**config.mk**
```make
export PLATFORM = sky130hd
export DESIGN_NAME = dmem_arbiter
export DESIGN_NICKNAME = d
export VERILOG_FILES = /design/src/rtl/dmem_arbiter.sv
export SDC_FILE = /design/constraint.sdc
export NUM_CORES = 1
export LEC_CHECK = 0
export CAP_MARGIN = 10
export CORE_MARGIN = 2
export CORE_UTILIZATION = 35
export CTS_CLUSTER_DIAMETER = 60
export DETAILED_ROUTE_END_ITERATION = 8
export PLACE_DENSITY = 0.88
export SLEW_MARGIN = 20
export SYNTH_ARGS = -nofsm -noshare
export SYNTH_HDL_FRONTEND = slang
export SYNTH_SLANG_ARGS = --single-unit
```
**constraint.sdc**
```tcl
create_clock -name clk -period 3 [get_ports clk]
set_input_delay 0.45 -clock clk [delete_from_list [all_inputs] [get_ports clk]]
set_output_delay 0.45 -clock clk [all_outputs]
set_load 0.02 [all_outputs]
```
**src/rtl/dmem_arbiter.sv**
```systemverilog
// dmem_arbiter: shares one single-ported 2k x 16 SRAM between the CPU execute stage and a host/debug loader.
// The CPU has priority. A loader request that has waited MAX_WAIT eligible cycles is forced into a slot,
// which stalls the CPU for that one cycle. SRAM read data arrives one cycle after the address.
// Ports:
//   clk, reset (asynchronous, active-low)
//   cpuReq/cpuWrite/cpuAdrx/cpuDataIn  -> CPU access request; cpuStall: access not performed; cpuDataOut: SRAM read data
//   ldReq/ldWrite/ldAdrx/ldDataIn      -> loader request, held until ldAck
//   ldAck/ldDataOut                    -> one-cycle completion pulse with the loader read data
//   memAdrx/memWrite/memDataIn/memDataOut -> SRAM port
//   stallCnt                           -> CPU stall-cycle count (built only with DMEM_ARB_PERF_EN defined, else 0)
module dmem_arbiter #(
    parameter int ADDR_W   = 11,
    parameter int DATA_W   = 16,
    parameter int MAX_WAIT = 8
) (
    input  logic              clk,
    input  logic              reset,
    input  logic              cpuReq,
    input  logic              cpuWrite,
    input  logic [ADDR_W-1:0] cpuAdrx,
    input  logic [DATA_W-1:0] cpuDataIn,
    output logic              cpuStall,
    output logic [DATA_W-1:0] cpuDataOut,
    input  logic              ldReq,
    input  logic              ldWrite,
    input  logic [ADDR_W-1:0] ldAdrx,
    input  logic [DATA_W-1:0] ldDataIn,
    output logic              ldAck,
    output logic [DATA_W-1:0] ldDataOut,
    output logic [ADDR_W-1:0] memAdrx,
    output logic              memWrite,
    output logic [DATA_W-1:0] memDataIn,
    input  logic [DATA_W-1:0] memDataOut,
    output logic [15:0]       stallCnt
);
    logic              ack_pending;
    logic [7:0]        wait_cnt;
    logic [DATA_W-1:0] ld_hold;
    logic              eligible;
    logic              force_ld;
    logic              grant_ld;
    logic              grant_cpu;

    // Grants are gated by reset so the SRAM port and stall go quiet the instant reset asserts.
    always_comb begin
        eligible  = reset & ldReq & ~ack_pending;
        force_ld  = eligible & (wait_cnt >= 8'(MAX_WAIT));
        grant_ld  = eligible & (force_ld | ~cpuReq);
        grant_cpu = reset & cpuReq & ~grant_ld;
    end

    assign memAdrx    = grant_ld ? ldAdrx : cpuAdrx;
    assign memWrite   = grant_ld ? ldWrite : (cpuWrite & grant_cpu);
    assign memDataIn  = grant_ld ? ldDataIn : cpuDataIn;
    assign cpuStall   = cpuReq & grant_ld;
    assign cpuDataOut = memDataOut;
    assign ldAck      = ack_pending;
    // Live SRAM data during the ack cycle; the captured copy keeps the output stable afterwards.
    assign ldDataOut  = ack_pending ? memDataOut : ld_hold;

    always_ff @(posedge clk or negedge reset) begin
        if (!reset) begin
            ack_pending <= 1'b0;
            wait_cnt    <= '0;
            ld_hold     <= '0;
        end else begin
            ack_pending <= grant_ld;
            if (grant_ld)
                wait_cnt <= '0;
            else if (eligible && wait_cnt != 8'hFF)
                wait_cnt <= wait_cnt + 8'd1;
            if (ack_pending)
                ld_hold <= memDataOut;
        end
    end

`ifdef DMEM_ARB_PERF_EN
    logic [15:0] stall_cnt;
    always_ff @(posedge clk or negedge reset) begin
        if (!reset)
            stall_cnt <= '0;
        else if (cpuStall && stall_cnt != 16'hFFFF)
            stall_cnt <= stall_cnt + 16'd1;
    end
    assign stallCnt = stall_cnt;
`else
    assign stallCnt = '0;
`endif
endmodule

```
After elaboration in Yosys (flattened, before gate mapping)

Index checks and enable logic that the tools add are counted.

Output and inout bits: 78
Flip-flop bits (word level): 25
Input port bits: 76
Word-level logic and storage cells: 26

Reductions and logical operators: 2
Muxes and demuxes: 6
Bitwise operators: 12
$add $sub $neg: 1
Order comparisons: 1
Eq/ne operators: 1

Operator list:

| kind                                                                                 | number |
|---|---|
| 16-bit two-way mux                                                                   | 2 |
| 8-bit two-way mux                                                                    | 2 |
| 11-bit two-way mux                                                                   | 1 |
| 8-bit by 1-bit adder with 8-bit output (second input constant)                       | 1 |
| 1-bit AND                                                                            | 8 |
| 8-bit by 4-bit greater-or-equal comparator with 1-bit output (second input constant) | 1 |
| 8-bit != test (second input constant)                                                | 1 |
| 1-bit NOT                                                                            | 3 |
| 2-bit nonzero test                                                                   | 1 |
| 1-bit logical AND                                                                    | 1 |
| 1-bit two-way mux                                                                    | 1 |
| 1-bit OR                                                                             | 1 |

Depth between registers and ports, before layout

Word-level depth: 9
Depth in mapped cells: 7
Gate-level depth less buffers: 4

Worst setup path after synthesis

Ideal clock, no wire load.

Path kind: reg-to-output
From: reg ack_pending (netlist: ldAck)
To: out memAdrx[0]
Required time: 2.550 ns
Buffers on the path: 3
Arrival time: 1.534 ns
Stages on the path, launching flop included: 7
Setup slack: 1.016 ns
Path through: dfrtp_1 buf_4 nand3b_4 a21o_1 buf_6 buf_12 mux2_4

Cells in the longest elaborated chain, start to end: 6

RTL lines:

| what                     | RTL line | source |
|---|---|---|
| start: declaration       | 36       | `logic ack_pending;` |
| start signal: assignment | 67       | `ack_pending <= grant_ld;` |
| 1-bit NOT (*)            | 46       | `eligible = reset & ldReq & ~ack_pending;` |
| 1-bit AND (*)            | 46       |  |
| 1-bit AND                | 47       | `force_ld = eligible & (wait_cnt >= 8'(MAX_WAIT));` |
| 1-bit OR                 | 48       | `grant_ld = eligible & (force_ld \| ~cpuReq);` |
| 1-bit AND (*)            | 48       |  |
| 11-bit two-way mux (*)   | 52       | `assign memAdrx = grant_ld ? ldAdrx : cpuAdrx;` |
| end: declaration         | 30       | `output logic [ADDR_W-1:0] memAdrx,` |

Every way passes the cells marked *; elsewhere a longest branch is shown, timed or not.

Worst setup path in the final report

From: reg wait_cnt[6]
To: out memDataIn[5]

Cells in the longest elaborated chain, start to end: 5

RTL lines:

| what                                                         | RTL line | source |
|---|---|---|
| start: declaration                                           | 37       | `logic [7:0] wait_cnt;` |
| start signal: assignment                                     | 71       | `wait_cnt <= wait_cnt + 8'd1;` |
| 8-bit by 4-bit greater-or-equal comparator with 1-bit output | 47       |  |
| 1-bit AND                                                    | 47       |  |
| 1-bit OR                                                     | 48       |  |
| 1-bit AND                                                    | 48       |  |
| 16-bit two-way mux                                           | 54       | `assign memDataIn = grant_ld ? ldDataIn : cpuDataIn;` |
| end: declaration                                             | 32       | `output logic [DATA_W-1:0] memDataIn,` |

No other way between the ends.

==> impl_metrics.ini <==
[setup_path]
startpoint_type = flop
ff2ff_path_depth = 5
crit_path_end_kind = primary output
cp.required_ns = 2.55
crit_type = flop to primary output
crit_start = wait_cnt[6]
r2r_slack_ns = 1.51
crit_arrival_ns = 2.44
endpoint = memDataIn[5]
r2r-start = wait_cnt[6]
crit_fanout = 14
r2r_end = wait_cnt[6]

[layout]
nFillCells = 376
fin_util = 0.6439
drive_gt1_frac = 0.2148
postLayoutCellArea_um2 = 3102
final_common_cell = clkdlybuf4s50_1
syn_to_final_growth_pct = 73.96
layout.nets = 349
antenna_cells = 0
fin_cells = 337
mostFrequentLayoutCells = 137 x clkdlybuf4s50_1, 25 x mux2_4, 25 x dfrtp_1

[timing]
final_max_slew_viol_count = 0
rsz0062_at_grt = no
finClkSkew_ns = 0.001008
final.min_clock_period_ns = 2.893
setup_viol = 0
hold_viol_final = 0
fmax_ghz = 0.3456
hold_slack_ns = 0.5001
final.period_utilization = 0.9644
setup_tns_ns = 0

[clock_network]
cts_resized = 0
cts_root_buffer = clkbuf_8
post_cts_buffers = 0
cts_num_sinks = 25
clkSlewWorstSetupHoldPaths_ns = 0.08
htree_levels = 1
clockBufferDepth = 2
cts-hold-fix-buffers = 0
numCtsBuffers = 3
cts_tree = built
clock_latency_ns = 0.26

[placed_design]
dpl_cell_area_um2 = 3024
place.gp.congestion = 0.7105
place.port_buffers = 137
placed_cells = 331
hpwl_mm = 3.818

[routing]
ant_nets = 0
drt_iter0_drc = 19
finalWirelength_mm = 4.636
via_per_inst = 4.258
vias = 1435
wl_per_cell_um = 13.76
dr.pass1.iters = 4
drc_errors = 0

[synthesis]
yosys_warnings = 0
avgSynthCellArea_um2 = 12.30
synth.distinct_cells = 29
netlist_area_um2 = 1783
yosysSeqAreaShare = 0.3509
synth_seq_cells = 25
syn_inst = 145

[min_path]
hold_path_class = flop to flop

[run]
maxCapViolations = 0

[power_and_ir_drop]
vdd_drop_max_uv = 417.3
p_per_area_nw_per_um2 = 404.3
leakage_nw = 1.381

[global_route]
grt_pass1_vias = 1390
grt-ovfl-total = 0
grt_max_degree = 30
grtUsageTotal = 0.1512
grt_pass1_wl_mm = 6.603
antenna_found_initial = 0

[die]
ioPinCount = 154
initial_utilization = 0.3701
fp.dieArea_um2 = 5681
die_h_um = 75.38
fp-row-count = 25
core_um2 = 4817
die_w_um = 75.38

[outcome]
run_status = completed
critical path, cell delays in order, from the launching register on:
cell	delay [ns]
dfrtp_1	0.42
nor4_4	0.37
a21o_1	0.29
clkbuf_16	0.24
mux2_4	0.30
clkdlybuf4s50_1	0.55
cell families (layout without fill, tap and decap cells):
family | Yosys count | in the layout | share of synthesized area
multiplexers | 44 | 44 | 0.3305
buffers and inverters | 44 | 154 | 0.1944
flip-flops | 25 | 25 | 0.3509
AND/OR/NAND/NOR | 20 | 20 | 0.07439
AO/OA/AOI/OAI | 9 | 9 | 0.03369
adder cells (fa/ha/maj) | 2 | 2 | 0.01403
other | 1 | 16 | 0.002103
Yosys cell counts:
cell type | instances | share of area
a21o_1 | 1 | 0.0042
a31oi_1 | 1 | 0.0035
and2_1 | 2 | 0.0070
and2b_1 | 1 | 0.0042
and3_1 | 1 | 0.0035
buf_12 | 3 | 0.034
buf_2 | 1 | 0.0028
buf_4 | 33 | 0.14
buf_6 | 1 | 0.0063
clkbuf_1 | 1 | 0.0021
conb_1 | 1 | 0.0021
dfrtp_1 | 25 | 0.35
ha_1 | 2 | 0.014
inv_1 | 4 | 0.0084
inv_2 | 1 | 0.0021
mux2_2 | 19 | 0.12
mux2_4 | 25 | 0.21
nand2_1 | 5 | 0.011
nand2b_1 | 1 | 0.0035
nand3_1 | 3 | 0.0084
nand3b_4 | 1 | 0.011
nor2_1 | 2 | 0.0042
nor3_1 | 1 | 0.0028
nor4_1 | 1 | 0.0035
nor4_4 | 1 | 0.012
o21a_1 | 4 | 0.017
o21ai_0 | 2 | 0.0056
o22ai_1 | 1 | 0.0035
or3_1 | 1 | 0.0035
registers in the layout (all words and copies together), names as in the netlist:
signal / cells
ld_hold: 16
wait_cnt: 8
ldAck: 1
stage by stage:
step,worst slack [ns],power [mW]
final,0.1068,1.254
after CTS,0.09868,1.267
after detailed placement,0.1365,1.064
after floorplan,1.016,0.7708
after global placement,0.1783,1.054
after global routing,0.007071,1.329
report_power, final:
group	internal [mW]	leakage [nW]	switching, mW
combinational	0.359	1.05	0.279
clock	0.0949	0.0228	0.102
sequential	0.400	0.313	0.0197
total	0.853	1.38	0.401
layer usage:
metal / global-route usage / up-vias / routed length [um]
met4: 0.03509 / 0 / 38
met1: 0.1898 / 675 / 1803
met3: 0.03968 / 5 / 254
met5: 0 / - / 0
li1: - / 695 / -
met2: 0.2609 / 60 / 2541
area by class of cell:
cell class | instances | area, um2 | area share
multi-input combinational | 91 | 867.1 | 0.2795
sequential | 25 | 625.6 | 0.2017
clock buffer | 4 | 45.04 | 0.01452
inverter | 5 | 18.77 | 0.006051
tap | 67 | 83.83 | 0.02703
timing repair buffer | 145 | 1461 | 0.4712
how the worst min path moves through the flow:
stage                   to  cells past startpoint  slack (ns)        start
5_1_grt        ld_hold[12]                      1        0.52  ld_hold[12]
4_1_cts         ld_hold[0]                      1        0.51   ld_hold[0]
2_1_floorplan        ldAck                      0        0.15        reset
3_5_place_dp    ld_hold[6]                      1        0.49   ld_hold[6]
6_report        ld_hold[7]                      1        0.50   ld_hold[7]
3_3_place_gp    ld_hold[0]                      1        0.48   ld_hold[0]
Power figures use the tool's default switching activity.
==> RTL change (same settings) <==
The option `DMEM_ARB_PERF_EN` is turned on by a define.
--- a/src/rtl/dmem_arbiter.sv
+++ b/src/rtl/dmem_arbiter.sv
@@ -8,6 +8,8 @@
 //   ldAck/ldDataOut                    -> one-cycle completion pulse with the loader read data
 //   memAdrx/memWrite/memDataIn/memDataOut -> SRAM port
 //   stallCnt                           -> CPU stall-cycle count (built only with DMEM_ARB_PERF_EN defined, else 0)
+`define DMEM_ARB_PERF_EN
+
 module dmem_arbiter #(
     parameter int ADDR_W   = 11,
     parameter int DATA_W   = 16,
Function: changed (Yosys sat finds a counterexample within 10 cycles, from zero or initial values and one cycle with reset low).
==> RTL change against the original RTL <==
  * Final area rose by 30%
  * Sequential cell count rose by 16
  * Die area grew 32%
  * Clock power is 120% higher
  * Total power rose by 40%
  * Area after synthesis rose by 34%
  * Worst setup slack improved by 0.11 ns
  * Routed wire length increased by 47%
  * Via count rose by 41%
  * Critical path type unchanged
  * Critical endpoint is now memAdrx[7]
==> RTL change: results <==
[worst_setup_path]
slowest_stage = or4_4
slowest_delay_ns = 0.57
r2r-start = stallCnt[0]
path_delay_family = simple AND/OR/NAND/NOR gates
critPathArrivalTime_ns = 2.33
rrSetupSlack_ns = 0.82
cp_max_fo = 28
rr_worst_depth = 6

[power_and_ir_drop]
p_leak_nw = 1.90
vdd_drop_max_mv = 0.311

[grt]
grt_pass1_vias = 2167
grt_antenna_before_repair = 1
grt_usage_pct = 17.9

[place]
place_ws_ns = 0.145
gp_congestion = 0.845
dp.cells = 410
dp_hpwl_mm = 5.43
numPortBuffers = 153

[outcome]
outcome = finished, final reports clean

[routing]
route.vias.total = 2025
wire_per_inst_um = 16.3
drt_iter0_drc = 50
avgViaCountPerCell = 4.84

[clocking]
numCtsBuffers = 5
clock_latency_ns = 0.29
cts_max_level = 2

[min_path]
hold_class = primary input to asynchronous set/reset pin

[synthesis]
netlist_instances = 193
synth.distinct_cells = 36
seq_area_frac_synth_pct = 43.1
synth_common_cells = 41 x dfrtp_1, 23 x mux2_4, 22 x mux2_2, 17 x buf_4, 15 x xor2_1

[cells_and_area]
drive_gt1_share_pct = 19.5
==> RTL change: cell count changes after synthesis, sizes merged, moves of 2 or more <==
cell	before	now
nor4b	0	2
and4	0	2
buf	38	22
o21a	4	0
nand4	0	6
nor2	2	10
a21oi	0	2
dfrtp	25	41
nand3	3	7
nor3	1	4
nor4	2	8
xor2	0	15
==> RTL change: power by group <==
| group | total (mW) | leakage [nW] | switching, mW | internal [mW] |
|---|---|---|---|---|
| sequential | 0.674 | 0.533 | 0.0430 | 0.630 |
| combinational | 0.648 | 1.31 | 0.290 | 0.358 |
| clock | 0.432 | 0.0554 | 0.182 | 0.250 |
==> RTL change: area by class of cell <==
class | count | share of cell area [%]
Sequential cell | 41 | 25.5
Tap cell | 80 | 2.49
Multi-Input combinational cell | 125 | 28.8
Clock buffer | 6 | 1.80
Inverter | 4 | 0.373
Timing Repair Buffer | 160 | 40.1
Clock inverter | 2 | 0.963
==> RTL change: how the worst max path moves through the flow <==
stage / startpoint / endpoint / slack (ns) / cells after the start
floorplan: ldAck / memAdrx[2] / 0.87 / 5
global placement: ldReq / memWrite / 0.19 / 6
detailed placement: ldReq / memWrite / 0.14 / 6
CTS: wait_cnt[5] / memDataIn[4] / 0.0001 / 6
global route: wait_cnt[5] / cpuStall / 0.10 / 4
finish: wait_cnt[5] / memAdrx[7] / 0.22 / 6
==> RTL change: per-layer routing <==
layer  vias up  part of all wire (%)  track usage (%)
li1        962                     -                -
met1       966                    39             20.1
met2        89                    52             33.6
met3         6                   8.9             5.24
met4         2                  0.31             3.41
met5         -                  0.23                0
==> RTL change: cells by family after synthesis <==
kind of cell,synth area share (%)
adder cells (fa/ha/maj),1.58
buffers and inverters,8.25
XOR/XNOR,5.89
AO/OA/AOI/OAI,2.79
AND/OR/NAND/NOR,13.1
multiplexers,25.3
flip-flops,43.1
==> RTL change: through the flow <==
stage                     area (µm²)  util (%)  hold slack, ns
after floorplan                 2380         -           0.154
after global placement          3890      58.2           0.481
after detailed placement        3890      58.2           0.485
after CTS                       3990      59.7           0.194
after global routing            4030      60.3           0.206
final                           4030      60.3           0.193
==> RTL change: timing repair <==
action / CTS / global route
hold buffers: 0 / 0
gates resized for setup: 12 / 16
gates cloned: 0 / 0
endpoints found under the setup margin: 12 / 16
buffers inserted: 0 / 0
